File: config.mk
export PLATFORM = sky130hd
export DESIGN_NAME = color_pick_decoder
export DESIGN_NICKNAME = d
export VERILOG_FILES = /design/src/rtl/color_pick_decoder.sv
export SDC_FILE = /design/constraint.sdc
export NUM_CORES = 1
export LEC_CHECK = 0
export ABC_AREA = 1
export BUFFER_PORTS_ARGS = -buffer_cell sky130_fd_sc_hd__clkbuf_2
export CORE_MARGIN = 1
export CORE_UTILIZATION = 55
export DETAILED_ROUTE_END_ITERATION = 7
export PLACE_DENSITY = 0.82
export SLEW_MARGIN = 15
export SYNTH_ARGS = -nofsm -noshare
export SYNTH_HDL_FRONTEND = slang
export SYNTH_SLANG_ARGS = --single-unit
File: constraint.sdc
create_clock -name clk -period 3.8 [get_ports clk]
set_clock_uncertainty 0.15 [all_clocks]
set_input_delay 0.38 -clock clk [delete_from_list [all_inputs] [get_ports clk]]
set_output_delay 0.38 -clock clk [all_outputs]
set_load 0.01 [all_outputs]
File: src/rtl/color_pick_decoder.sv
// rtl/color_pick_decoder.sv - recovers coarse x/y cursor coordinates from the coordinate-encoded pixel colour
// A pick latches the cursor and waits for STABLE frames that agree before reporting.
module color_pick_decoder #(
   parameter int PIXLW    = 12,
   parameter int STABLE   = 3,
   parameter int MAX_MISS = 2,
   parameter int INT_BITS = 10
) (
   input  logic                clk,
   input  logic                rst,
   input  logic                frame_start,
   input  logic                pix_valid,
   input  logic [INT_BITS-1:0] x,
   input  logic [INT_BITS-1:0] y,
   input  logic [PIXLW-1:0]    pix_color,
   input  logic [INT_BITS-1:0] sx,
   input  logic [INT_BITS-1:0] sy,
   input  logic                pick_req,
   output logic                pick_busy,
   output logic                pick_valid,
   input  logic                pick_ready,
   output logic [INT_BITS-1:0] pick_x,
   output logic [INT_BITS-1:0] pick_y,
   output logic                pick_err
);

   localparam int MW = (STABLE > 1) ? $clog2(STABLE + 1) : 1;
   localparam int NW = (MAX_MISS > 1) ? $clog2(MAX_MISS + 1) : 1;
   localparam logic [MW-1:0] STABLE_C = MW'(STABLE);
   localparam logic [NW-1:0] MISS_C   = NW'(MAX_MISS);

   typedef enum logic [2:0] {
      S_IDLE,
      S_ARM,
      S_SAMPLE,
      S_CHECK,
      S_DONE
   } state_t;

   state_t                r_state;
   state_t                w_next;
   logic [INT_BITS-1:0]   r_lsx;
   logic [INT_BITS-1:0]   r_lsy;
   logic [PIXLW-1:0]      r_sample;
   logic [PIXLW-1:0]      r_prev;
   logic [MW-1:0]         r_match;
   logic [NW-1:0]         r_miss;
   logic [INT_BITS-1:0]   r_pick_x;
   logic [INT_BITS-1:0]   r_pick_y;
   logic                  r_pick_err;

   logic                  w_hit;
   logic [MW-1:0]         w_match_inc;
   logic [NW-1:0]         w_miss_inc;

   always_comb begin
      w_hit = pix_valid && (x == r_lsx) && (y == r_lsy);

      // First sample of a pick always counts; a disagreeing sample restarts the run at 1.
      if ((r_match == '0) || (r_sample == r_prev)) begin
         w_match_inc = (r_match == STABLE_C) ? r_match : r_match + MW'(1);
      end else begin
         w_match_inc = MW'(1);
      end
      w_miss_inc = (r_miss == MISS_C) ? r_miss : r_miss + NW'(1);

      w_next = r_state;
      case (r_state)
         S_IDLE:   if (pick_req) w_next = S_ARM;
         S_ARM:    if (frame_start) w_next = w_hit ? S_CHECK : S_SAMPLE;
         S_SAMPLE: begin
            if (w_hit) begin
               w_next = S_CHECK;
            end else if (frame_start && (w_miss_inc == MISS_C)) begin
               w_next = S_DONE;
            end
         end
         S_CHECK:  w_next = (w_match_inc == STABLE_C) ? S_DONE : S_ARM;
         S_DONE:   if (pick_ready) w_next = S_IDLE;
         default:  w_next = S_IDLE;
      endcase
   end

   always_ff @(posedge clk) begin
      if (rst) begin
         r_state    <= S_IDLE;
         r_lsx      <= '0;
         r_lsy      <= '0;
         r_sample   <= '0;
         r_prev     <= '0;
         r_match    <= '0;
         r_miss     <= '0;
         r_pick_x   <= '0;
         r_pick_y   <= '0;
         r_pick_err <= 1'b0;
      end else begin
         r_state <= w_next;
         case (r_state)
            S_IDLE: begin
               if (pick_req) begin
                  r_lsx   <= sx;
                  r_lsy   <= sy;
                  r_match <= '0;
                  r_miss  <= '0;
               end
            end
            S_ARM: begin
               if (frame_start && w_hit) r_sample <= pix_color;
            end
            S_SAMPLE: begin
               if (w_hit) begin
                  r_sample <= pix_color;
               end else if (frame_start) begin
                  r_miss <= w_miss_inc;
                  if (w_miss_inc == MISS_C) begin
                     r_pick_x   <= '0;
                     r_pick_y   <= '0;
                     r_pick_err <= 1'b1;
                  end
               end
            end
            S_CHECK: begin
               r_match <= w_match_inc;
               r_prev  <= r_sample;
               r_miss  <= '0;
               if (w_match_inc == STABLE_C) begin
                  r_pick_x   <= INT_BITS'({r_sample[5:0], 1'b0});
                  r_pick_y   <= INT_BITS'({r_sample[11:6], 1'b0});
                  r_pick_err <= 1'b0;
               end
            end
            default: ;
         endcase
      end
   end

   assign pick_busy  = (r_state != S_IDLE);
   assign pick_valid = (r_state == S_DONE);
   assign pick_x     = r_pick_x;
   assign pick_y     = r_pick_y;
   assign pick_err   = r_pick_err;

endmodule

## Yosys cells after proc, flatten, opt, wreduce, memory -nomap -nowiden

Cells that the tools add are included.

| storage, ports and cells | value |
|---|---|
| output and inout bits | 23 |
| word-level logic and storage cells | 82 |
| register bits | 72 |

| operators by class | value |
|---|---|
| mux-type cells | 31 |
| equal/unequal tests | 21 |
| reductions and logical operators | 18 |
| add/subtract/negate cells | 2 |

Operators by type and width:

| kind | number |
|---|---|
| 10-bit 2-to-1 mux | 5 |
| 10-bit one-hot mux with 2 select lines | 2 |
| 12-bit 2-to-1 mux | 2 |
| 12-bit one-hot mux with 2 select lines | 1 |
| 10-bit == test | 2 |
| 3-bit 2-to-1 mux | 6 |
| 2-bit inequality test (second input constant) | 8 |
| 3-bit one-hot mux with 5 select lines | 1 |
| 12-bit == test | 1 |
| 2-bit 2-to-1 mux | 6 |
| 2-bit == test (second input constant) | 4 |
| 4-bit AND reduction | 2 |
| 3-bit by 2-bit == test with 1-bit output (second input constant) | 2 |
| 2-bit one-hot mux with 3 select lines | 1 |
| 2-bit nonzero test | 3 |
| 3-bit nonzero test | 2 |
| 1-bit 2-to-1 mux | 5 |
| 5-bit AND reduction | 1 |
| 2-bit by 1-bit adder with 2-bit output (second input constant) | 2 |
| 1-bit logical AND | 4 |
| 2-bit one-hot mux with 2 select lines | 1 |
| 2-bit AND reduction | 2 |
| 3-bit by 1-bit == test with 1-bit output (second input constant) | 1 |
| 3-bit == test (second input constant) | 1 |
| other kinds (7) | 7 |

## Logic depth before layout (Yosys ltp)

Gate-level depths: netlist of the first run.

| depth | value |
|---|---|
| depth in word-level cells | 7 |
| gate-level depth with buffers | 13 |
| gate-level depth less buffers | 13 |

## Least setup slack after synthesis of the first run

OpenSTA, ideal clock, no wires.

| timing | value |
|---|---|
| kind | input-to-reg |
| from | input x[7] |
| to | register r_pick_x[2], in the netlist pick_x[2] |
| slack | 2124 ps |
| stages | 13 |
| path buffers | 2 |
| arrival | 1413 ps |
| required time | 3537 ps |
| path through | inv_1 nand2_1 nand2_1 nor2_1 nand2_1 nor2_2 nand3_2 nand2_1 nand2_2 buf_6 buf_12 a21oi_2 nor2_1 |

| on the way | value |
|---|---|
| cells in the longest elaborated chain, start to end | 5 |

Ends and longest elaborated chain:

| element | line | source |
|---|---|---|
| start, declared | 13 | `input logic [INT_BITS-1:0] x,` |
| 10-bit == test | 57 | `w_hit = pix_valid && (x == r_lsx) && (y == r_lsy);` |
| 1-bit logical AND (2 in series) | 57 |  |
| 2-bit inequality test (no line) | -- |  |
| 5-bit AND reduction (no line) | -- |  |
| end signal, assigned | 127 | `r_pick_x <= INT_BITS'({r_sample[5:0], 1'b0});` |
| end, declared | 48 | `logic [INT_BITS-1:0] r_pick_x;` |

No other way between the ends.
A chain may end at the register's enable or synchronous reset.

## Worst setup path after layout of the first run

| timing | value |
|---|---|
| from | register r_state[1] |
| to | register r_pick_x[5], in the netlist pick_x[5] |

| on the way | value |
|---|---|
| cells in the longest elaborated chain, start to end | 3 |

Ends and longest elaborated chain:

| element | line | source |
|---|---|---|
| start, declared | 40 | `state_t r_state;` |
| start signal, assigned | 97 | `r_state <= w_next;` |
| 3-bit by 2-bit == test with 1-bit output | 98 | `case (r_state)` |
| 2-bit inequality test (no line) / 2-bit nonzero test (equally long branches) | -- |  |
| 5-bit AND reduction (no line) | -- |  |

Parallel ways exist; a longest one is shown, timed or not.

==> impl_metrics.env, run 1 <==
export IMPL_fin_cells=627
export IMPL_synth_distinct_cells=32
export IMPL_endpoint_kind="register"
export IMPL_cts_inserted_buffers=9
export IMPL_synth_edf_count=0
export IMPL_synth_async_reset_ratio_pct=0
export IMPL_cp_arrival_ns=2.41
export IMPL_portBuffers=72
export IMPL_start_util_pct=57.6
export IMPL_die_h_um=78.4
export IMPL_synth_cells=485
export IMPL_hold_class="primary input to register"
export IMPL_rsz0062_at_grt="no"
export IMPL_first_iter_violations=136
export IMPL_p_leak_uw=0.00182
export IMPL_ctsResizeCount=0
export IMPL_seq_area_frac_synth_pct=39.9
export IMPL_fmax_ghz=0.438
export IMPL_ir_drop_v=0.000273
export IMPL_layout_drive_gt1_share_pct=21.8
export IMPL_antenna_found_initial=0
export IMPL_power_density_mw_per_mm2=577
export IMPL_htree_levels=3
export IMPL_wl_per_cell_um=10.7
export IMPL_path_clk_slew_ns=0.07
export IMPL_p_clk_share_pct=30.8
export IMPL_ys_seq_elements=64
export IMPL_max_slew_margin_rel_pct=46.9
export IMPL_postRouteAntennaNets=0
export IMPL_power_internal_uw=1430
export IMPL_crit_type="register to register"
export IMPL_post_cts_buffers=0
export IMPL_status="completed"
export IMPL_gp_congestion=0.795
export IMPL_clkSinkCount=64
export IMPL_synth_area_mm2=0.00321
export IMPL_p_comb_share_pct=29.6
export IMPL_max_cap_violations=0
export IMPL_grt_max_degree=44
export IMPL_tns_ns=0
export IMPL_grt_pass1_wl_um=11600
export IMPL_cts_hold_fix_buffers=0
export IMPL_cts_tree="yes"
export IMPL_yosys_warnings=0
export IMPL_synthToLayoutAreaGrowth_pct=17.1
export IMPL_overflow=0
export IMPL_dieArea_mm2=0.00615
export IMPL_maxSlewViolCount=0
export IMPL_synthFlopType="dfxtp_1"
export IMPL_grt_pass1_vias=2746
export IMPL_layout_min_cycle_time_ns=2.28
export IMPL_seq_power_share_pct=39.6
export IMPL_dp_cells=611
export IMPL_setup_viol=0
export IMPL_seq_area_mm2=0.00128
export IMPL_worstMarginPinSlew_ns=0.796
export IMPL_clk_path_buf_depth=2
export IMPL_place_ws_ns=1.51
export IMPL_nets=609
export IMPL_drc=0
export IMPL_num_antenna_cells=0
export IMPL_viasPerCell=4.88
export IMPL_fin_crit_sh_pct=60.0
export IMPL_finalWorstSetupSlack_ns=1.52
export IMPL_core_mm2=0.00557
export IMPL_p_sw_uw=739
export IMPL_critPathMaxFanout=20
export IMPL_switching_share_pct=34.0
export IMPL_syn_area_per_cell_um2=6.62
export IMPL_critPathLaunchType="register"
export IMPL_vias=3060
export IMPL_multiInputGateArea_mm2=0.00152
export IMPL_place_hpwl_um=4910
export IMPL_first_pass_iters=4
export IMPL_grt_util_all_layers_pct=24.2
export IMPL_root_buffer="clkbuf_8"
export IMPL_required_ns=3.93
export IMPL_die_x_um=78.4
export IMPL_wl_um=6680
export IMPL_clk_latency_ns=0.34
export IMPL_io_pins=81
export IMPL_fillers=502
export IMPL_finalHoldViolations=0
export IMPL_num_rows=27
==> registers in the layout, indices dropped and copies added (netlist names) <==
| signal | cells |
|---|---|
| r_lsy | 10 |
| r_sample | 12 |
| r_prev | 12 |
| pick_err | 1 |
| pick_x | 6 |
| r_lsx | 10 |
| r_state | 3 |
| pick_y | 6 |
| r_match | 2 |
| r_miss | 2 |
==> synth_stat cells, drive strengths merged (2+ instances only) <==
cell    number  area (um^2)
nand2      133          502
inv         70          263
nor2        69          284
dfxtp       64         1280
a21oi       50          288
o21ai       37          185
nand3       19          113
buf         17          134
clkbuf      10         37.5
xnor2        5         43.8
nand4        2         18.8
o211ai       2         15.0
==> stage by stage <==
stage / power (uW) / utilization, % / instance area (um^2) / hold slack, ns
6_report: 2170 / 67.5 / 3760 / 0.135
4_1_cts: 2180 / 67.5 / 3760 / 0.127
2_1_floorplan: 1370 / - / 3240 / 0.286
5_1_grt: 2320 / 67.5 / 3760 / 0.132
3_3_place_gp: 1490 / 63.4 / 3530 / 0.295
3_5_place_dp: 1520 / 63.4 / 3530 / 0.294
==> power groups by stage <==
stage | logic [uW] | clock network (uW) | registers (uW)
6_report | 643 | 668 | 859
3_3_place_gp | 619 | 0 | 871
4_1_cts | 647 | 677 | 861
3_5_place_dp | 640 | 0 | 876
5_1_grt | 738 | 706 | 875
2_1_floorplan | 490 | 0 | 883
==> worst paths after layout <==
check	from	to	slack, ns	cells after the start
min	pix_color[10]	r_sample[10]$_SDFFE_PP0P_	0.13	3
min reg2reg	pick_err$_SDFFE_PP0P_	pick_err$_SDFFE_PP0P_	0.30	2
max reg2reg	r_state[1]$_SDFFE_PP0P_	pick_x[5]$_SDFFE_PP0P_	1.52	10
max	r_state[1]$_SDFFE_PP0P_	pick_x[5]$_SDFFE_PP0P_	1.52	10
==> layer usage <==
metal	wire (um)	part of all wire [%]	track usage, %	vias to the layer above
met2	3090	46	38.9	81
met4	119	1.8	11.3	0
met5	0	0	0	-
met3	339	5.1	4.65	12
met1	3140	47	31.2	1355
li1	-	-	-	1612
==> worst max-delay path, cell delays in order (launching register included) <==
cell and delay, ns:
dfxtp_1 0.35, inv_1 0.07, nor2_2 0.11, inv_1 0.09
nor2_4 0.30, nand4_2 0.16, nand2_2 0.39, nand2_1 0.31
nand2_1 0.16, nand2_1 0.06, nor2_1 0.08
==> placed cells by master, fill, tap and decap left out, drive strengths merged, types with 3 or more instances in the layout <==
cell type	n
clkinv	3
xnor2	5
conb	8
nand3	19
a21oi	50
nand2	133
clkbuf	83
inv	70
nor2	69
dfxtp	64
o21ai	37
==> final cells by class <==
| cell class | instances | area share (%) |
|---|---|---|
| timing repair buffer | 74 | 9.97 |
| sequential | 64 | 34.0 |
| inverter | 70 | 6.98 |
| clock inverter | 5 | 2.09 |
| tap | 72 | 2.39 |
| clock buffer | 11 | 4.02 |
| multi-input combinational | 331 | 40.5 |
==> logic make-up (layout without fill, tap and decap cells) <==
group / count (synthesis) / after routing / synth area share, %
DFF: 64 / 64 / 39.9
buffers and inverters: 97 / 160 / 13.5
AOI/OAI and AO/OA: 91 / 91 / 15.7
xor gates and xnor gates: 5 / 5 / 1.36
other: 1 / 8 / 0.117
adders and majority gates: 1 / 1 / 0.389
and+or+nand+nor: 226 / 226 / 29.1
Note: power is estimated with default switching activity, not from simulation.
==> inputs of run 2 (changes only) <==
Settings changed: CORE_UTILIZATION 55 to 48, PLACE_DENSITY 0.82 to 0.76.
Clock period 3.8 ns to 1.9 ns, I/O delays scaled along.
==> run 2 against run 1 <==
Net effect:
- the run now ends with design-rule violations, negative hold slack left
- global-route usage fell by 0.96 points
- die area rose by 14%
- sequential power rose by 100%
- power rose by 110%
- setup slack got worse by 1.4 ns
- hold slack got worse by 0.14 ns
- count of clock-buffer cells in the layout fell by 1
- critical path depth rose by 2
- final cell count rose by 6.4%
==> impl_metrics.env, run 2 (synthesis gave the netlist of run 1 again) <==
export IMPL_portBuffers=72
export IMPL_grt_busiest_layer="met2"
export IMPL_overflow=0
export IMPL_r2r_start="r_sample[0]$_SDFFE_PP0P_"
export IMPL_critPathCapture="pick_x[3]$_SDFFE_PP0P_"
export IMPL_wl_per_cell_um=11.2
export IMPL_wl_um=7500
export IMPL_start_util_pct=50.0
export IMPL_grt_use_met2_pct=39.0
export IMPL_num_antenna_cells=0
export IMPL_place_ws_ns=0.0509
export IMPL_r2r_setup_slack_ns=0.16
export IMPL_power_density_mw_per_mm2=1110
export IMPL_first_pass_iters=6
export IMPL_clk_latency_ns=0.36
export IMPL_fmax_ghz=0.574
export IMPL_finalHoldViolations=1
export IMPL_use_met3_pct=5.54
export IMPL_cp_arrival_ns=1.84
export IMPL_nets=644
export IMPL_path_clk_slew_ns=0.07
export IMPL_power_internal_uw=3060
export IMPL_p_sw_uw=1560
export IMPL_reg2regPathDepth=12
export IMPL_first_iter_violations=189
export IMPL_critPathMaxFanout=19
export IMPL_finalWorstSetupSlack_ns=0.158
export IMPL_num_rows=29
export IMPL_layout_drive_gt1_share_pct=23.4
export IMPL_fillers=571
export IMPL_p_leak_uw=0.00199
export IMPL_largestRegisters="r_prev x12, r_sample x12"
export IMPL_cts_tree="yes"
export IMPL_fin_crit_sh_pct=91.7
export IMPL_groute_layer_met1_usage_pct=28.4
export IMPL_hold_class="primary input to register"
export IMPL_antenna_found_initial=0
export IMPL_cp_depth=12
export IMPL_reg2reg_to="pick_x[3]$_SDFFE_PP0P_"
export IMPL_crit_family="simple AND/OR/NAND/NOR gates"
export IMPL_cpPeakStageDelay_ns=0.36
export IMPL_crit_buf_inv=2
export IMPL_place_hpwl_um=5330
export IMPL_p_clk_share_pct=32.0
export IMPL_tns_ns=0
export IMPL_io_pins=81
export IMPL_required_ns=2.00
export IMPL_cp_cell_sequence="inv_1 > nand2_1 > nand2_1 > nor2_1 > nand2_1 > nor2_4 > nand4_2 > nand2_2 > buf_12 > nand3_1 > nand2_1 > nor2_1"
export IMPL_drc=10
export IMPL_crit_top_cell="nand2_1"
export IMPL_status="finished, violations left"
export IMPL_critPathLaunchType="register"
export IMPL_viasPerCell=4.75
export IMPL_synthToLayoutAreaGrowth_pct=29.3
export IMPL_dieArea_mm2=0.00702
export IMPL_p_comb_share_pct=30.8
export IMPL_layout_commonest_cell="nand2_1"
export IMPL_grt_max_degree=43
export IMPL_grt_pass1_wl_um=13100
export IMPL_maxSlewViolCount=0
export IMPL_max_cap_violations=0
export IMPL_postRouteAntennaNets=0
export IMPL_grt_pass1_vias=3037
export IMPL_endpoint_kind="register"
export IMPL_fin_cells=667
export IMPL_core_mm2=0.00642
export IMPL_vias=3168
export IMPL_rsz0062_at_grt="no"
export IMPL_seq_power_share_pct=37.3
export IMPL_crit_path_top_delay_cell="dfxtp_1"
export IMPL_p_total_uw=4620
export IMPL_gp_congestion=0.794
export IMPL_switching_share_pct=33.8
export IMPL_die_h_um=83.8
export IMPL_root_buffer="clkbuf_8"
export IMPL_crit_path_start="r_sample[0]$_SDFFE_PP0P_"
export IMPL_crit_type="register to register"
export IMPL_failed_checks="design-rule violations, negative hold slack"
export IMPL_layout_min_cycle_time_ns=1.74
export IMPL_most_common_layout_cells="130 x nand2_1, 72 x clkbuf_2, 63 x dfxtp_1, 62 x nor2_1, 60 x inv_1"
export IMPL_clkSinkCount=64
export IMPL_dp_cells=627
export IMPL_grt_util_all_layers_pct=23.2
export IMPL_hold_slack_ns=-0.00950
export IMPL_clk_path_buf_depth=2
export IMPL_post_cts_buffers=0
export IMPL_ir_drop_v=0.000790
export IMPL_htree_levels=3
export IMPL_setup_viol=0
export IMPL_die_x_um=83.8
export IMPL_cts_inserted_buffers=9
[run 2: changes by cell type in the layout (fill, tap and decap cells not counted), moves of 2 or more]
| cell | previous run | this run |
|---|---|---|
| clkinv_2 | 2 | 0 |
| nand2_1 | 132 | 130 |
| inv_6 | 0 | 2 |
| dlygate4sd3_1 | 0 | 24 |
| buf_4 | 2 | 12 |
| o21ai_1 | 1 | 3 |
| o21ai_0 | 36 | 34 |
[run 2: timing repair]
item,in CTS,in global routing
hold endpoints to repair,24,0
resized for setup,1,10
cloned,0,0
hold buffers,24,0
setup endpoints to repair,1,17
[run 2: worst min-delay path: cells and delay by family]
kind            cells  cell delay, ns
simple gates        1            0.10
buf+inv             1            0.08
compound gates      1            0.07
[run 2: stage by stage]
stage	util, %	instance area [um^2]
finish	64.7	4150
global route	64.7	4150
CTS	64.3	4130
detailed placement	56.6	3630
global placement	56.6	3630
floorplan	-	3240
[run 2: routing by layer]
layer	part of all wire, %	wire (um)
met2	46	3450
met5	0	0
met1	47	3560
met4	2.4	182
met3	4.1	309
[run 2: cell type report]
| cell class | instances | area [um^2] | share of cell area [%] |
|---|---|---|---|
| Sequential cell | 64 | 1280 | 30.9 |
| Timing Repair Buffer | 109 | 711 | 17.1 |
| Clock inverter | 6 | 115 | 2.77 |
| Multi-Input combinational cell | 331 | 1540 | 37.2 |
| Clock buffer | 10 | 138 | 3.31 |
| Inverter | 70 | 268 | 6.45 |
| Tap cell | 77 | 96.3 | 2.32 |
[run 2: worst min path at each step]
stage / start / end / slack [ns] / cells past startpoint
global placement: pick_err$_SDFFE_PP0P_ / pick_err$_SDFFE_PP0P_ / 0.29 / 2
finish: pix_color[2] / r_sample[2]$_SDFFE_PP0P_ / -0.009 / 3
floorplan: pix_color[10] / r_sample[10]$_SDFFE_PP0P_ / 0.20 / 2
CTS: sy[5] / r_lsy[5]$_SDFFE_PP0P_ / 0.007 / 3
detailed placement: pick_err$_SDFFE_PP0P_ / pick_err$_SDFFE_PP0P_ / 0.29 / 2
global route: pix_color[2] / r_sample[2]$_SDFFE_PP0P_ / 0.009 / 3
[run 2: power by group through the flow]
stage	Combinational (uW)	Sequential, uW	Clock [uW]
after CTS	1400	1720	1490
after detailed placement	1350	1750	0
final	1420	1720	1480
after global routing	1620	1750	1550
after global placement	1320	1740	0
after floorplan	981	1770	0
==> inputs of run 3 (changes only) <==
Settings changed: CTS_BUF_LIST set to sky130_fd_sc_hd__clkbuf_16.
==> run 3 against run 2 <==
Net effect:
- the run still ends with design-rule violations, negative hold slack left
- clock power is 28% higher
- die area unchanged
- sequential share of layout area is essentially flat
- final cell count fell by 1.3%
- sequential power about the same
- combinational power is essentially flat
- critical path type unchanged
- non-clock buffer count decreased by 9
- power increased by 9.0%
- sequential cell count stayed put
==> impl_metrics.env, run 3 (synthesis gave the netlist of run 1 again) <==
export IMPL_htree_levels=3
export IMPL_postPlaceCellArea_mm2=0.00363
export IMPL_crit_buf_inv=2
export IMPL_die_x_um=83.8
export IMPL_grt_max_degree=43
export IMPL_first_pass_iters=6
export IMPL_antenna_found_initial=0
export IMPL_cp_cell_sequence="inv_1 > nand2_1 > nand2_1 > nor2_1 > nand2_1 > nor2_4 > nand4_2 > nand2_2 > buf_12 > nand3_1 > nand2_1 > nor2_1"
export IMPL_place_hpwl_um=5330
export IMPL_crit_path_top_delay_cell="dfxtp_1"
export IMPL_status="finished, violations left"
export IMPL_clkSinkCount=64
export IMPL_hold_class="primary input to register"
export IMPL_crit_family="simple AND/OR/NAND/NOR gates"
export IMPL_r2r_start="r_sample[7]$_SDFFE_PP0P_"
export IMPL_grt_pass1_wl_um=13000
export IMPL_worstHoldPathCells=3
export IMPL_drc=10
export IMPL_num_antenna_cells=0
export IMPL_io_pins=81
export IMPL_vias=3153
export IMPL_setup_viol=0
export IMPL_layout_commonest_cell="nand2_1"
export IMPL_clk_latency_ns=0.33
export IMPL_most_common_layout_cells="130 x nand2_1, 72 x clkbuf_2, 62 x nor2_1, 62 x dfxtp_1, 60 x inv_1"
export IMPL_maxSlewViolCount=0
export IMPL_tns_ns=0
export IMPL_required_ns=1.98
export IMPL_endpoint_kind="register"
export IMPL_reg2reg_to="pick_x[3]$_SDFFE_PP0P_"
export IMPL_p_comb_share_pct=28.2
export IMPL_r2r_setup_slack_ns=0.16
export IMPL_final_util_pct=64.7
export IMPL_p_clk_share_pct=37.5
export IMPL_critPathLaunchType="register"
export IMPL_postLayoutCellArea_mm2=0.00416
export IMPL_seq_power_share_pct=34.2
export IMPL_wl_per_cell_um=11.3
export IMPL_die_h_um=83.8
export IMPL_fin_crit_sh_pct=91.8
export IMPL_root_buffer="clkbuf_16"
export IMPL_grt_util_all_layers_pct=23.3
export IMPL_num_rows=29
export IMPL_rsz0062_at_grt="no"
export IMPL_cts_tree="yes"
export IMPL_max_cap_violations=0
export IMPL_crit_top_cell="nand2_1"
export IMPL_gp_congestion=0.794
export IMPL_largestRegisters="r_prev x12, r_sample x12"
export IMPL_hold_end="r_sample[1]$_SDFFE_PP0P_"
export IMPL_postRouteAntennaNets=0
export IMPL_post_cts_buffers=0
export IMPL_layout_drive_gt1_share_pct=23.8
export IMPL_switching_share_pct=32.1
export IMPL_critPathMaxFanout=19
export IMPL_path_clk_slew_ns=0.05
export IMPL_dieArea_mm2=0.00702
export IMPL_first_iter_violations=232
export IMPL_wl_um=7410
export IMPL_core_mm2=0.00642
export IMPL_overflow=0
export IMPL_start_util_pct=50.0
export IMPL_cp_arrival_ns=1.82
export IMPL_layout_min_cycle_time_ns=1.74
export IMPL_crit_type="register to register"
export IMPL_p_sw_uw=1620
export IMPL_nets=635
export IMPL_portBuffers=72
export IMPL_cpPeakStageDelay_ns=0.39
export IMPL_finalHoldViolations=1
export IMPL_ir_drop_v=0.000602
export IMPL_power_internal_uw=3420
export IMPL_worstHoldStart="pix_color[1]"
export IMPL_grt_pass1_vias=3014
export IMPL_reg2regPathDepth=12
export IMPL_power_density_mw_per_mm2=1210
export IMPL_fmax_ghz=0.573
export IMPL_clk_path_buf_depth=2
export IMPL_synthToLayoutAreaGrowth_pct=29.4
export IMPL_cts_inserted_buffers=9
export IMPL_p_leak_uw=0.00199
export IMPL_failed_checks="design-rule violations, negative hold slack"
export IMPL_p_total_uw=5030
export IMPL_hold_slack_ns=-0.0125
export IMPL_viasPerCell=4.79
## run 3: cell count changes in the layout (fill, tap and decap cells not counted), sizes merged
cell | before | now
clkbuf | 82 | 81
dlygate4sd3 | 24 | 15
clkinv | 1 | 2
## run 3: through the flow
| stage | worst slack, ns | instances |
|---|---|---|
| 3_5_place_dp | 0.0509 | 627 |
| 6_report | 0.155 | 658 |
| 4_1_cts | 0.00471 | 658 |
| 2_1_floorplan | 0.239 | 492 |
| 3_3_place_gp | 0.142 | 627 |
| 5_1_grt | 0.00868 | 658 |
## run 3: power groups by stage
stage,clock [uW],combinational [uW],sequential (uW)
global placement,0,1320,1740
finish,1890,1420,1720
detailed placement,0,1350,1750
CTS,1910,1390,1720
global route,1980,1610,1750
floorplan,0,981,1770
## run 3: layer usage
layer	share of wire [%]	global-route usage, %
met1	47	28.7
met3	4.8	5.14
met4	2.2	11.6
met5	0	0
met2	46	38.4
## run 3: timing repair
item	CTS	global route
hold buffers	15	0
setup endpoints to repair	0	17
hold endpoints to repair	15	0
resized for setup	0	12
## run 3: layout make-up
| class | instances | area, um^2 |
|---|---|---|
| flip-flops and latches | 64 | 1280 |
| clock buffers | 9 | 225 |
| multi-input cells | 331 | 1540 |
| clock inverters | 7 | 119 |
| inverters | 70 | 268 |
| fillers | 566 | 2270 |
| repair buffers | 100 | 621 |
| well taps | 77 | 96.3 |
## run 3: worst min-delay path, cell delays in order
cell and delay, ns:
clkbuf_2 0.07, o21ai_1 0.07, nor2_1 0.10
## run 3: worst max path at each step
stage / start / endpoint / slack, ns / depth (start not counted)
floorplan: r_miss[0]$_SDFFE_PP0P_ / pick_x[2]$_SDFFE_PP0P_ / 0.24 / 8
global placement: r_lsy[2]$_SDFFE_PP0P_ / r_sample[1]$_SDFFE_PP0P_ / 0.14 / 10
detailed placement: r_lsx[3]$_SDFFE_PP0P_ / r_sample[4]$_SDFFE_PP0P_ / 0.05 / 12
CTS: r_lsy[3]$_SDFFE_PP0P_ / r_sample[4]$_SDFFE_PP0P_ / 0.005 / 12
global route: r_sample[0]$_SDFFE_PP0P_ / pick_x[3]$_SDFFE_PP0P_ / 0.009 / 12
finish: r_sample[7]$_SDFFE_PP0P_ / pick_x[3]$_SDFFE_PP0P_ / 0.16 / 12
